[src/rtl/dds_wavetable_scheduler.sv]
// Time-division scheduler sharing one synchronous wavetable ROM among NCH DDS channels.
// Reconfiguration is staged in a single pending slot and committed only at frame boundaries.
module dds_wavetable_scheduler #(
    parameter int NCH     = 4,
    parameter int PHASE_W = 32,
    parameter int ADDR_W  = 12,
    parameter int DATA_W  = 24
) (
    input  logic                     clk,
    input  logic                     rst,
    input  logic                     run,
    input  logic                     cfg_valid,
    output logic                     cfg_ready,
    input  logic [$clog2(NCH)-1:0]   cfg_ch,
    input  logic [PHASE_W-1:0]       cfg_ftw,
    input  logic                     cfg_en,
    input  logic                     cfg_phase_clr,
    output logic [ADDR_W-1:0]        rom_raddr,
    input  logic [DATA_W-1:0]        rom_dout,
    output logic                     sample_valid,
    output logic [$clog2(NCH)-1:0]   sample_ch,
    output logic [DATA_W-1:0]        sample_data,
    output logic                     frame_done
);
    localparam int CH_W = $clog2(NCH);

    typedef enum logic {STOP, RUN} state_t;

    state_t              state, state_next;
    logic [CH_W-1:0]     slot;
    logic [PHASE_W-1:0]  phase [NCH];
    logic [PHASE_W-1:0]  ftw [NCH];
    logic [NCH-1:0]      en;

    logic                pend_valid;
    logic [CH_W-1:0]     pend_ch;
    logic [PHASE_W-1:0]  pend_ftw;
    logic                pend_en;
    logic                pend_clr;

    logic                stage1_en, stage2_en;
    logic [CH_W-1:0]     stage1_ch, stage2_ch;

    logic                issue;
    logic                last_slot;
    logic                commit;
    logic                xfer;

    always_comb begin
        state_next = state;
        issue      = 1'b0;
        case (state)
            STOP: begin
                if (run) state_next = RUN;
            end
            RUN: begin
                issue = 1'b1;
                if (last_slot && !run) state_next = STOP;
            end
            default: state_next = STOP;
        endcase
    end

    assign last_slot = (slot == CH_W'(NCH - 1));
    assign commit    = pend_valid && ((state == STOP) || (issue && last_slot));
    assign cfg_ready = ~pend_valid;
    assign xfer      = cfg_valid && cfg_ready;

    // Issue stage plus the two-stage tag pipeline that tracks the ROM's read latency.
    always_ff @(posedge clk or posedge rst) begin
        if (rst) begin
            state        <= STOP;
            slot         <= '0;
            frame_done   <= 1'b0;
            rom_raddr    <= '0;
            stage1_en    <= 1'b0;
            stage1_ch    <= '0;
            stage2_en    <= 1'b0;
            stage2_ch    <= '0;
            sample_valid <= 1'b0;
            sample_ch    <= '0;
            sample_data  <= '0;
        end else begin
            state      <= state_next;
            frame_done <= issue && last_slot;
            stage1_en  <= 1'b0;
            if (issue) begin
                rom_raddr <= phase[slot][PHASE_W-1 -: ADDR_W];
                stage1_en <= en[slot];
                stage1_ch <= slot;
                slot      <= slot + CH_W'(1);
            end
            stage2_en    <= stage1_en;
            stage2_ch    <= stage1_ch;
            sample_valid <= stage2_en;
            if (stage2_en) begin
                sample_data <= rom_dout;
                sample_ch   <= stage2_ch;
            end
        end
    end

    always_ff @(posedge clk or posedge rst) begin
        if (rst) begin
            pend_valid <= 1'b0;
            pend_ch    <= '0;
            pend_ftw   <= '0;
            pend_en    <= 1'b0;
            pend_clr   <= 1'b0;
        end else if (xfer) begin
            pend_valid <= 1'b1;
            pend_ch    <= cfg_ch;
            pend_ftw   <= cfg_ftw;
            pend_en    <= cfg_en;
            pend_clr   <= cfg_phase_clr;
        end else if (commit) begin
            pend_valid <= 1'b0;
        end
    end

    // A commit lands after the slot's own accumulate, so a phase clear wins over the add.
    always_ff @(posedge clk or posedge rst) begin
        if (rst) begin
            en <= '0;
            for (int i = 0; i < NCH; i++) begin
                phase[i] <= '0;
                ftw[i]   <= '0;
            end
        end else begin
            for (int i = 0; i < NCH; i++) begin
                if (issue && (slot == CH_W'(i)) && en[i])
                    phase[i] <= phase[i] + ftw[i];
                if (commit && (pend_ch == CH_W'(i))) begin
                    ftw[i] <= pend_ftw;
                    en[i]  <= pend_en;
                    if (pend_clr) phase[i] <= '0;
                end
            end
        end
    end

endmodule

[config.mk]
export PLATFORM = sky130hd
export DESIGN_NAME = dds_wavetable_scheduler
export DESIGN_NICKNAME = d
export VERILOG_FILES = /design/src/rtl/dds_wavetable_scheduler.sv
export SDC_FILE = /design/constraint.sdc
export NUM_CORES = 1
export LEC_CHECK = 0
export CORE_ASPECT_RATIO = 1.75
export CORE_UTILIZATION = 45
export CTS_BUF_LIST = sky130_fd_sc_hd__clkbuf_8 sky130_fd_sc_hd__clkbuf_16
export DETAILED_ROUTE_END_ITERATION = 10
export GPL_TIMING_DRIVEN = 0
export SYNTH_ARGS = -nofsm -noshare
export SYNTH_HDL_FRONTEND = slang
export SYNTH_SLANG_ARGS = --single-unit
[constraint.sdc]
create_clock -name clk -period 14.8 [get_ports clk]
set_clock_uncertainty 0.1 [all_clocks]
set_input_delay 2.96 -clock clk [delete_from_list [all_inputs] [get_ports clk]]
set_output_delay 2.96 -clock clk [all_outputs]
set_load 0.05 [all_outputs]
Word-level counts from Yosys, hierarchy flattened
Index checks and enable logic that the tools add are counted.
Widths: inputs -> output; s select.
{ "classes": {"addsub": 5, "n_lt_le_gt_ge": 2, "n_eq_ne": 6, "n_mux": 24, "bitwise_logic": 3, "n_reduce_logical": 20} }
{ "ops": {"columns": ["operator", "count"], "rows": [
  ["$mux 32", 14],
  ["$add 32x32->32", 4],
  ["$bmux 32 s2", 1],
  ["$logic_and 1x1->1", 15],
  ["$eq 2x2->1 const B", 4],
  ["$mux 1", 7],
  ["$eq 2x1->1 const B", 2],
  ["$logic_not 2->1", 2],
  ["$ge 3x3->1 const B", 1],
  ["$lt 2x3->1 const B", 1],
  ["$not 2->3", 1],
  ["$add 2x1->2 const B", 1],
  ["$bmux 1 s2", 1],
  ["$not 1->1", 2],
  ["$pmux 1 s2", 1],
  ["$reduce_bool 2->1", 1],
  ["$logic_not 1->1", 1],
  ["$logic_or 1x1->1", 1]
]} }
{ "word_totals": {"register_bits": 346, "inputBits": 64, "output_inout_bits": 41, "elab_cells": 88} }

Depth between registers and ports, before layout
Gate-level depths: netlist of the first run.
{ "logic_depth": {"ltp_word": 6, "depth_mapped": 12, "ltp_nobuf": 12} }

Least setup slack after synthesis of the first run
No wires, ideal clock.
{ "synth_path": {"kind": "input port to flip-flop", "from": "in cfg_valid", "to": "reg pend_ftw[10]", "setup_ps": 125, "t_arrival_ps": 4158, "required_ps": 14575, "slack_ps": 10417, "stages": 4, "path_buffers": 2, "path_cell_list": "nor2b_1 buf_1 buf_1 mux2_2"} }
{ "synth_via": {"elab_chain_cells": 1} }
{ "synth_rtl": {"columns": ["element", "line", "rtl"], "rows": [
  ["from (decl)", "12", "input logic cfg_valid,"],
  ["$logic_and 1x1->1", "67", "assign xfer = cfg_valid && cfg_ready;"],
  ["to (signal assigned)", "113", "pend_ftw <= cfg_ftw;"],
  ["to (decl)", "37", "logic [PHASE_W-1:0] pend_ftw;"]
]} }
Every way passes these cells.
A chain may end at the register's enable or synchronous reset.

Final worst setup path of the first run
{ "layout_path": {"from": "in cfg_valid", "to": "reg pend_ftw[3]"} }
The elaborated chain is that of the path after synthesis.

==> out/results.txt, run 1 <==
P_leak: 10.42 nW
commonest non-fill, non-tap cells in the layout: dfrtp_1, nand2_1, a21oi_1
die height: 279.3 um
Post-synth EDFFs: 0
Max VDD drop: 0.0001323 V
drt via density: 5.736
Crit-path slowest cell: buf_1
Max Buffers Root-to-Sink: 3
CTS tree: built
RSZ-0062 raised after global routing: no
period utilization: 0.3468
GR Overflow Total: 0
total track usage: 0.2722
Mapped Cells: 1998
crit path max fanout: 10
initial antenna violation count: 0
PD cells: 266.7 nW/um2
Detailed Routing Iterations Pass 1: 5
critical path data arrival time: 5.45 ns
Sw Share: 0.4529
slew margin rel.: 0.1846
Area after DPL: 21620 um2
Root Driver: clkbuf_16
Final Setup Violations: 0
P_int: 0.003327 W
sequential power share: 0.315
antenna-violating nets left: 0
final WL: 60170 um
status: finished clean
Switching Power: 0.002754 W
Required @ worst endpoint: 15.12 ns
cts hold-fix bufs: 0
minimum period implied by the final worst setup slack: 5.133 ns
CP startpoint kind: input port
Synth Area in Simple Gates: 0.1370
Core Footprint: 43350 um2
area added between synthesis and finish: 15.30%
worst-skew pair later-pin latency: 0.54 ns
hold slack: 0.2599 ns
crit end category: flip-flop
Comb pwr share: 0.531
Die X: 160.5 um
via count: 15670
Post-Syn Nets: 2194
Max Slew Vio Count: 0
Final Non-Filler Cells: 2732
WL/cell: 22.02 um
nets: 2339
first-pass GRT wire length: 92430 um
Hold/Removal Path Class: flip-flop to flip-flop
area of the mapped netlist: 19780 um2
post-synthesis adder-cell area fraction: 0.08503
synthesized area per cell: 9.899 um2
cells along the critical path: clkdlybuf4s50_1 > nor2b_1 > buf_1 > clkbuf_1 > mux2_2
compound-cell area share of the yosys netlist: 0.1602
Initial Util: 0.4563
postcts setup bufs: 0
die area: 44830 um2
Finished Cell Area: 22800 um2
row cnt: 101
Max H-tree Level: 2
Port Buf Inserts: 104
vias in the first global route: 15946
multiplexer area fraction after synthesis: 0.1164
setup TNS: 0 ns
Yosys cell types: 69
sequential area share after synthesis: 0.4378
GP Congestion: 0.9017
Setup Crit Path Kind: input port to flip-flop
Final Hold Viols: 0
maximum clock frequency: 194.8 MHz
largest family of logic cells by synthesized area: compound AO/OA/AOI/OAI gates
Post-Synth XOR/XNOR Area: 0.04118
Slew @ Worst Pin: 1.214 ns
CTS buffer count: 36
post-CTS sizing: 0
register bit total from synthesis: 346
longest individual stage delay on the worst path: 0.66 ns
Buf/Inv on CP: 3
Initial DRC Count: 918
# fillers: 3923
Inst Count DP: 2671
share of cells above drive strength 1: 0.1206
Top FF cell, synth: dfrtp_1
clock sinks: 346
Async S/R FF share, synth: 1.000
DRC Markers: 0
max cap viols: 0
Worst-path clk slew: 0.06 ns
delay-heaviest family, CP: buffers and inverters
IO Count: 105
largest net degree at the start of global routing: 124
DP HPWL: 44390 um
clock network power share: 0.154
warnings from Yosys: 0
most common cell after layout, fill and taps aside: dfrtp_1
==> final timing paths <==
kind | start | endpoint | slack [ns] | depth (start not counted)
max | cfg_valid | pend_ftw[3] | 9.67 | 5
min in group asynchronous | rst | sample_data[2] | 2.61 | 2
max in group asynchronous | rst | pend_ftw[31] | 10.20 | 5
min reg2reg | stage1_en | stage2_en | 0.26 | 0
min | stage1_en | stage2_en | 0.26 | 0
max reg2reg | slot[0] | phase[52] | 11.04 | 9
==> per-stage QoR <==
| step | power [W] | setup WS [ns] | utilization |
|---|---|---|---|
| floorplan | 0.004145 | 2.147 | - |
| global placement | 0.005070 | -2.286 | 0.4966 |
| detailed placement | 0.005129 | 9.076 | 0.4987 |
| CTS | 0.006086 | 9.627 | 0.5260 |
| global route | 0.006502 | 9.588 | 0.5260 |
| finish | 0.006081 | 9.667 | 0.5261 |
==> layout make-up <==
class	instances	area, um2	area share
Multi-Input combinational cell	1534	10680	0.4681
Timing Repair Buffer	107	1124	0.04927
Clock buffer	45	1036	0.04543
Antenna cell	1	2.502	0.0001097
Sequential cell	346	8658	0.3797
Tap cell	566	708.2	0.03106
Buffer	88	331.6	0.01454
Inverter	30	120.1	0.005267
Clock inverter	15	147.6	0.006475
==> registers in the layout, summed over array words and instances, names as in the netlist, 2 cells and up <==
| signal | count |
|---|---|
| phase | 128 |
| slot | 2 |
| en | 4 |
| sample_data | 24 |
| pend_ch | 2 |
| sample_ch | 2 |
| stage2_ch | 2 |
| stage1_ch | 2 |
| ftw | 128 |
| rom_raddr | 12 |
| pend_ftw | 32 |
==> cell usage after synthesis (16+ instances only) <==
library cell  number  area (um2)
nand3_1           48       240.2
dfrtp_1          346        8658
a211oi_1          29       217.7
nand2_1          330        1239
o21ai_0           87       435.4
nand2b_1          16       100.1
nor2b_1           17       106.4
nor3_1            19       95.09
and3_1            17       106.4
a21o_1            75       563.0
nand4_1           21       131.4
xor2_1            33       289.0
xnor2_1           60       525.5
clkbuf_1          78       292.8
inv_1             30       112.6
o21bai_1          17       127.6
ha_1             128        1602
a21oi_1          213        1066
nor2_1            90       337.8
mux2_2           174        1959
==> power groups by stage <==
stage               clock network, W  logic [W]  registers [W]
floorplan                          0    0.00233        0.00182
global placement                   0    0.00315        0.00192
detailed placement                 0    0.00320        0.00193
CTS                         0.000952    0.00322        0.00192
global route                0.000990    0.00356        0.00195
finish                      0.000937    0.00323        0.00192
==> kinds of logic (layout without fill, tap and decap cells) <==
| logic type | count (synthesis) | count (layout) |
|---|---|---|
| simple gates | 607 | 607 |
| compound gates | 510 | 510 |
| flops | 346 | 346 |
| mux | 192 | 192 |
| fa+ha+maj | 132 | 132 |
| buf+inv | 118 | 285 |
| xor+xnor | 93 | 93 |
| other cells | 0 | 1 |
==> per-layer routing <==
metal,global-route usage,vias to the layer above,share of wire
li1,-,7431,-
met1,0.2983,7744,0.38
met2,0.5064,362,0.53
met3,0.02902,133,0.032
met4,0.1521,0,0.058
met5,0,-,0
(Power assumes the default switching activity.)
==> run 2: changes to the inputs <==
--- a/config.mk
+++ b/config.mk
@@ -10,6 +10,7 @@
 export CTS_BUF_LIST = sky130_fd_sc_hd__clkbuf_8 sky130_fd_sc_hd__clkbuf_16
 export DETAILED_ROUTE_END_ITERATION = 10
 export GPL_TIMING_DRIVEN = 0
+export PLACE_DENSITY = 0.65
 export SYNTH_ARGS = -nofsm -noshare
 export SYNTH_HDL_FRONTEND = slang
 export SYNTH_SLANG_ARGS = --single-unit
==> constraint.sdc (replaced) <==
create_clock -name clk -period 4.6 [get_ports clk]
set_clock_uncertainty 0.1 [all_clocks]
set_input_delay 0.92 -clock clk [delete_from_list [all_inputs] [get_ports clk]]
set_output_delay 0.92 -clock clk [all_outputs]
set_load 0.05 [all_outputs]
==> run 2 against run 1 <==
- critical path depth increased by 4
- core utilization increased by 0.16 points
- global-route usage decreased by 0.19 points
- worst hold slack got worse by 0.0078 ns
- non-clock buffer count increased by 7
- sequential share of layout area decreased by 0.11 points
- final cell count increased by 0.26%
- total power increased to 3.2 times the previous value
- via count increased by 2.3%
- sequential cell count unchanged
==> out/results.txt, run 2 (synthesis results as in run 1) <==
status: finished clean (unchanged)
area of the multi-input gates: 10680 um2 (unchanged)
period utilization: 0.8098
IO Count: 105 (unchanged)
Max H-tree Level: 2 (unchanged)
crit path max fanout: 10 (unchanged)
diode count: 0 (was 1)
critical path data arrival time: 4.08 ns (was 5.45 ns)
GP Congestion: 0.9795 (was 0.9017)
share of cells above drive strength 1: 0.1220 (was 0.1206)
crit end category: flip-flop (unchanged)
Largest regs: ftw: 128 flops, phase: 128 flops, pend_ftw: 32 flops (unchanged)
die area: 44830 um2 (unchanged)
Slew @ Worst Pin: 1.285 ns (was 1.214 ns)
reg2reg setup slack: 0.88 ns (was 11.04 ns)
most common cell after layout, fill and taps aside: dfrtp_1 (unchanged)
Port Buf Inserts: 104 (unchanged)
endpoint of the worst register-to-register path: phase[52] (unchanged)
CP startpoint kind: flip-flop (was input port)
RSZ-0062 raised after global routing: no (unchanged)
PD cells: 853.4 nW/um2 (was 266.7 nW/um2)
cts hold-fix bufs: 0 (unchanged)
largest net degree at the start of global routing: 43 (was 124)
Sequential cell area: 8658 um2 (unchanged)
via count: 16037 (was 15670)
worst-skew pair later-pin latency: 0.55 ns (was 0.54 ns)
Worst-path clk slew: 0.07 ns (was 0.06 ns)
depth of the worst hold-timing path: 0 (unchanged)
vias in the first global route: 16685 (was 15946)
maximum clock frequency: 268.5 MHz
CTS buffer count: 35 (was 36)
first-pass GRT wire length: 92600 um (was 92430 um)
DP HPWL: 46400 um (was 44390 um)
GR Overflow Total: 0 (unchanged)
die height: 279.3 um (unchanged)
Max VDD drop: 0.0004284 V (was 0.0001323 V)
CTS tree: built (unchanged)
slew margin rel.: 0.1369 (was 0.1846)
Die X: 160.5 um (unchanged)
post-place setup slack: 0.6940 ns (was 9.076 ns)
RR Startpoint: slot[0] (unchanged)
Finished Cell Area: 22870 um2 (was 22800 um2)
Initial Util: 0.4563 (unchanged)
Hold Path End: stage2_en (unchanged)
antenna-violating nets left: 0 (unchanged)
commonest non-fill, non-tap cells in the layout: dfrtp_1, nand2_1, a21oi_1 (unchanged)
Hold/Removal Path Class: flip-flop to flip-flop (unchanged)
Core Footprint: 43350 um2 (unchanged)
Final Setup Violations: 0 (unchanged)
Root Driver: clkbuf_16 (unchanged)
DRC Markers: 0 (unchanged)
hold path start: stage1_en (unchanged)
minimum period implied by the final worst setup slack: 3.725 ns
final WL: 59890 um (was 60170 um)
Max Slew Vio Count: 0 (unchanged)
Setup WS post-layout: 0.8751 ns (was 9.667 ns)
initial antenna violation count: 1 (was 0)
nets: 2345 (was 2339)
area added between synthesis and finish: 15.64% (was 15.30%)
Detailed Routing Iterations Pass 1: 6 (was 5)
post-CTS sizing: 0 (unchanged)
clock sinks: 346 (unchanged)
max cap viols: 0 (unchanged)
Initial DRC Count: 908 (was 918)
Required @ worst endpoint: 4.96 ns (was 15.12 ns)
total track usage: 0.2703 (was 0.2722)
Setup Crit Path Kind: flip-flop to flip-flop (was input port to flip-flop)
postcts setup bufs: 0 (unchanged)
drt via density: 5.855 (was 5.736)
Max Buffers Root-to-Sink: 3 (unchanged)
row cnt: 101 (unchanged)
P_leak: 10.45 nW (was 10.42 nW)
Final Hold Viols: 0 (unchanged)
# fillers: 3923 (unchanged)
WL/cell: 21.86 um (was 22.02 um)
Area after DPL: 21730 um2 (was 21620 um2)
R2R depth: 9 (unchanged)
[run 2: cell types whose count changed in the layout (fill, tap and decap cells not counted), sizes merged]
cell / before / now
diode: 1 / 0
clkinvlp: 0 / 3
clkbuf: 123 / 117
inv: 35 / 40
clkinv: 7 / 6
buf: 13 / 20
[run 2: worst max path at each step]
stage | from | end | depth (start not counted)
2_1_floorplan | rst | en[0] | 1
3_3_place_gp | rst | phase[50] | 2
3_5_place_dp | cfg_valid | pend_ftw[16] | 5
4_1_cts | slot[0] | phase[50] | 9
5_1_grt | slot[0] | phase[52] | 9
6_report | slot[0] | phase[52] | 9
[run 2: per-stage QoR]
step	hold WS (ns)	power, W	setup TNS [ns]	util	cells
6_report	0.2521	0.01952	0	0.5276	2739
5_1_grt	0.2701	0.02079	0	0.5276	2739
4_1_cts	0.2515	0.01951	0	0.5276	2739
3_5_place_dp	0.2378	0.01654	0	0.5013	2678
3_3_place_gp	0.2381	0.01625	-1205.44	0.4967	2668
2_1_floorplan	0.2312	0.01334	-363.46	-	1998
[run 2: critical path, cell delays in order, from the launching register on]
cell      delay [ns]
dfrtp_1         0.37
clkbuf_1        0.48
buf_1           0.62
inv_1           0.15
ha_1            0.25
nand3_1         0.40
clkbuf_1        0.50
clkbuf_1        0.51
nand2_1         0.11
a21oi_1         0.14
[run 2: layer usage]
layer / track usage / up-vias / routed length (um)
met3: 0.02902 / 189 / 1817
met4: 0.1836 / 0 / 4396
met2: 0.5216 / 414 / 32830
met5: 0 / - / 0
li1: - / 7460 / -
met1: 0.2668 / 7974 / 20840
[run 2: where the power goes]
part	leakage (nW)	internal (W)	switching (W)
Clock	0.591	0.00165	0.00127
Sequential	4.25	0.00448	0.00151
Combinational	5.60	0.00449	0.00612
[run 2: layout make-up]
type / count / area share
clock inverter: 22 / 0.008644
buffer: 88 / 0.01450
timing repair buffer: 114 / 0.05427
sequential: 346 / 0.3786
multi-input combinational: 1534 / 0.4668
clock buffer: 39 / 0.04119
tap: 566 / 0.03096
inverter: 30 / 0.005088
==> run 3: changes to the inputs <==
==> constraint.sdc (replaced) <==
create_clock -name clk -period 3.32 [get_ports clk]
set_clock_uncertainty 0.1 [all_clocks]
set_input_delay 0.664 -clock clk [delete_from_list [all_inputs] [get_ports clk]]
set_output_delay 0.664 -clock clk [all_outputs]
set_load 0.05 [all_outputs]
==> run 3 against run 2 <==
- worst hold slack barely moved
- first-iteration DRC count rose by 2.3%
- non-clock buffer count rose by 10
- final area increased by 1.4%
- maximum frequency rose by 13%
- core utilization is 0.75 points higher
- via count increased by 0.14%
- die area unchanged
- worst setup slack got worse by 0.84 ns
- sequential share of layout area shrank 0.53 points
- critical path depth grew 4
==> out/results.txt, run 3 (synthesis results as in run 1) <==
status: finished clean (unchanged)
final WL: 60180 um (was 59890 um)
first-pass GRT wire length: 92870 um (was 92600 um)
CTS tree: built (unchanged)
CP startpoint kind: flip-flop (unchanged)
Max VDD drop: 0.0005936 V (was 0.0004284 V)
Root Driver: clkbuf_16 (unchanged)
Pwr Total: 0.02754 W (was 0.01952 W)
Core Footprint: 43350 um2 (unchanged)
GP Congestion: 0.9795 (unchanged)
crit path max fanout: 3 (was 10)
Inst Count DP: 2678 (unchanged)
initial antenna violation count: 1 (unchanged)
Max H-tree Level: 2 (unchanged)
Max Slew Vio Count: 0 (unchanged)
Slew @ Worst Pin: 1.059 ns (was 1.285 ns)
Initial DRC Count: 929 (was 908)
Worst-path clk slew: 0.06 ns (was 0.07 ns)
CTS buffer count: 35 (unchanged)
nets: 2355 (was 2345)
crit end category: flip-flop (unchanged)
DP HPWL: 46400 um (unchanged)
via count: 16059 (was 16037)
cts hold-fix bufs: 0 (unchanged)
RR Startpoint: phase[96] (was slot[0])
drt via density: 5.842 (was 5.855)
IO Count: 105 (unchanged)
Port Buf Inserts: 104 (unchanged)
final core occ: 0.5352 (was 0.5276)
row cnt: 101 (unchanged)
maximum clock frequency: 304.5 MHz (was 268.5 MHz)
max cap viols: 0 (unchanged)
Max Buffers Root-to-Sink: 3 (unchanged)
Hold/Removal Path Class: flip-flop to flip-flop (unchanged)
hold path start: stage1_en (unchanged)
Setup Crit Path Kind: flip-flop to flip-flop (unchanged)
total track usage: 0.2713 (was 0.2703)
Final Setup Violations: 0 (unchanged)
WL/cell: 21.89 um (was 21.86 um)
die height: 279.3 um (unchanged)
area added between synthesis and finish: 17.29% (was 15.64%)
DRC Markers: 0 (unchanged)
minimum period implied by the final worst setup slack: 3.284 ns (was 3.725 ns)
Largest regs: ftw: 128 flops, phase: 128 flops, pend_ftw: 32 flops (unchanged)
clock sinks: 346 (unchanged)
P_leak: 10.54 nW (was 10.45 nW)
commonest non-fill, non-tap cells in the layout: dfrtp_1, nand2_1, a21oi_1 (unchanged)
Detailed Routing Iterations Pass 1: 5 (was 6)
# fillers: 3900 (was 3923)
slew margin rel.: 0.2937 (was 0.1369)
antenna-violating nets left: 0 (unchanged)
period utilization: 0.9892 (was 0.8098)
critical path data arrival time: 3.60 ns (was 4.08 ns)
Final Hold Viols: 0 (unchanged)
diode count: 0 (unchanged)
Final Non-Filler Cells: 2749 (was 2739)
vias in the first global route: 16785 (was 16685)
share of cells above drive strength 1: 0.1448 (was 0.1220)
Sequential cell area: 8658 um2 (unchanged)
largest net degree at the start of global routing: 43 (unchanged)
area of the multi-input gates: 10920 um2 (was 10680 um2)
worst-skew pair later-pin latency: 0.55 ns (about the same)
most common cell after layout, fill and taps aside: dfrtp_1 (unchanged)
PD cells: 1187 nW/um2 (was 853.4 nW/um2)
die area: 44830 um2 (unchanged)
Die X: 160.5 um (unchanged)
Initial Util: 0.4563 (unchanged)
Required @ worst endpoint: 3.64 ns (was 4.96 ns)
RSZ-0062 raised after global routing: yes (was no)
GR Overflow Total: 0 (unchanged)
crit path from: phase[96] (was slot[0])
-- run 3: cell count changes in the layout (fill, tap and decap cells not counted), sizes merged --
cell	change
buf	+10
-- run 3: worst max-delay path: stages (launching register included) --
cell and delay (ns):
dfrtp_1 0.38, ha_1 0.23, fa_1 0.43, a21o_1 0.19
a21oi_2 0.18, o21a_1 0.19, o31ai_4 0.12, a31oi_4 0.28
o41ai_4 0.10, buf_4 0.19, a21oi_2 0.18, o21ai_1 0.10
and4_1 0.21, o31a_1 0.29
-- run 3: power by group --
group	internal [W]	leakage (nW)	total, W	switching, W
logic	0.00643	5.70	0.0152	0.00875
registers	0.00621	4.25	0.00832	0.00211
clock network	0.00228	0.591	0.00404	0.00176
total	0.0149	10.5	0.0275	0.0126
-- run 3: path summary, 6_finish.rpt --
| path | end | slack (ns) | cells past startpoint |
|---|---|---|---|
| setup / recovery | phase[124] | 0.04 | 13 |
| hold / removal | stage2_en | 0.25 | 0 |
| setup reg to reg | phase[124] | 0.04 | 13 |
| hold reg to reg | stage2_en | 0.25 | 0 |
| max in group asynchronous | ftw[54] | 1.07 | 8 |
| min in group asynchronous | ftw[102] | 0.34 | 2 |
-- run 3: stage by stage --
stage	TNS, ns	setup slack [ns]	cell area, um2	hold slack, ns
final	0	0.03594	23200	0.2525
after global placement	-1577.49	-4.579	21530	0.2381
after floorplan	-717.76	-2.074	19780	0.2312
after global routing	-0.1646	-0.1060	23200	0.2701
after CTS	-0.02336	-0.02336	23020	0.2515
after detailed placement	-20.69	-0.4509	21730	0.2378
-- run 3: cell type report --
| type | count | area share |
|---|---|---|
| sequential | 346 | 0.3732 |
| multi-input combinational | 1534 | 0.4708 |
| timing repair buffer | 124 | 0.05674 |
| clock inverter | 22 | 0.008522 |
| clock buffer | 39 | 0.04061 |
| tap | 566 | 0.03053 |
| buffer | 88 | 0.01456 |
| inverter | 30 | 0.005016 |
-- run 3: layer usage --
metal | GRT usage | wire length (um)
met5 | 0 | 0
met4 | 0.1802 | 4269
met3 | 0.02961 | 1803
met2 | 0.5267 | 33240
met1 | 0.2662 | 20870
-- run 3: repair_timing --
| action | CTS | global route |
|---|---|---|
| pin swaps | 10 | 13 |
| buffers inserted | 5 | 5 |
| resized for setup | 27 | 32 |
| cloned | 0 | 0 |
| endpoints found under the setup margin | 82 | 42 |
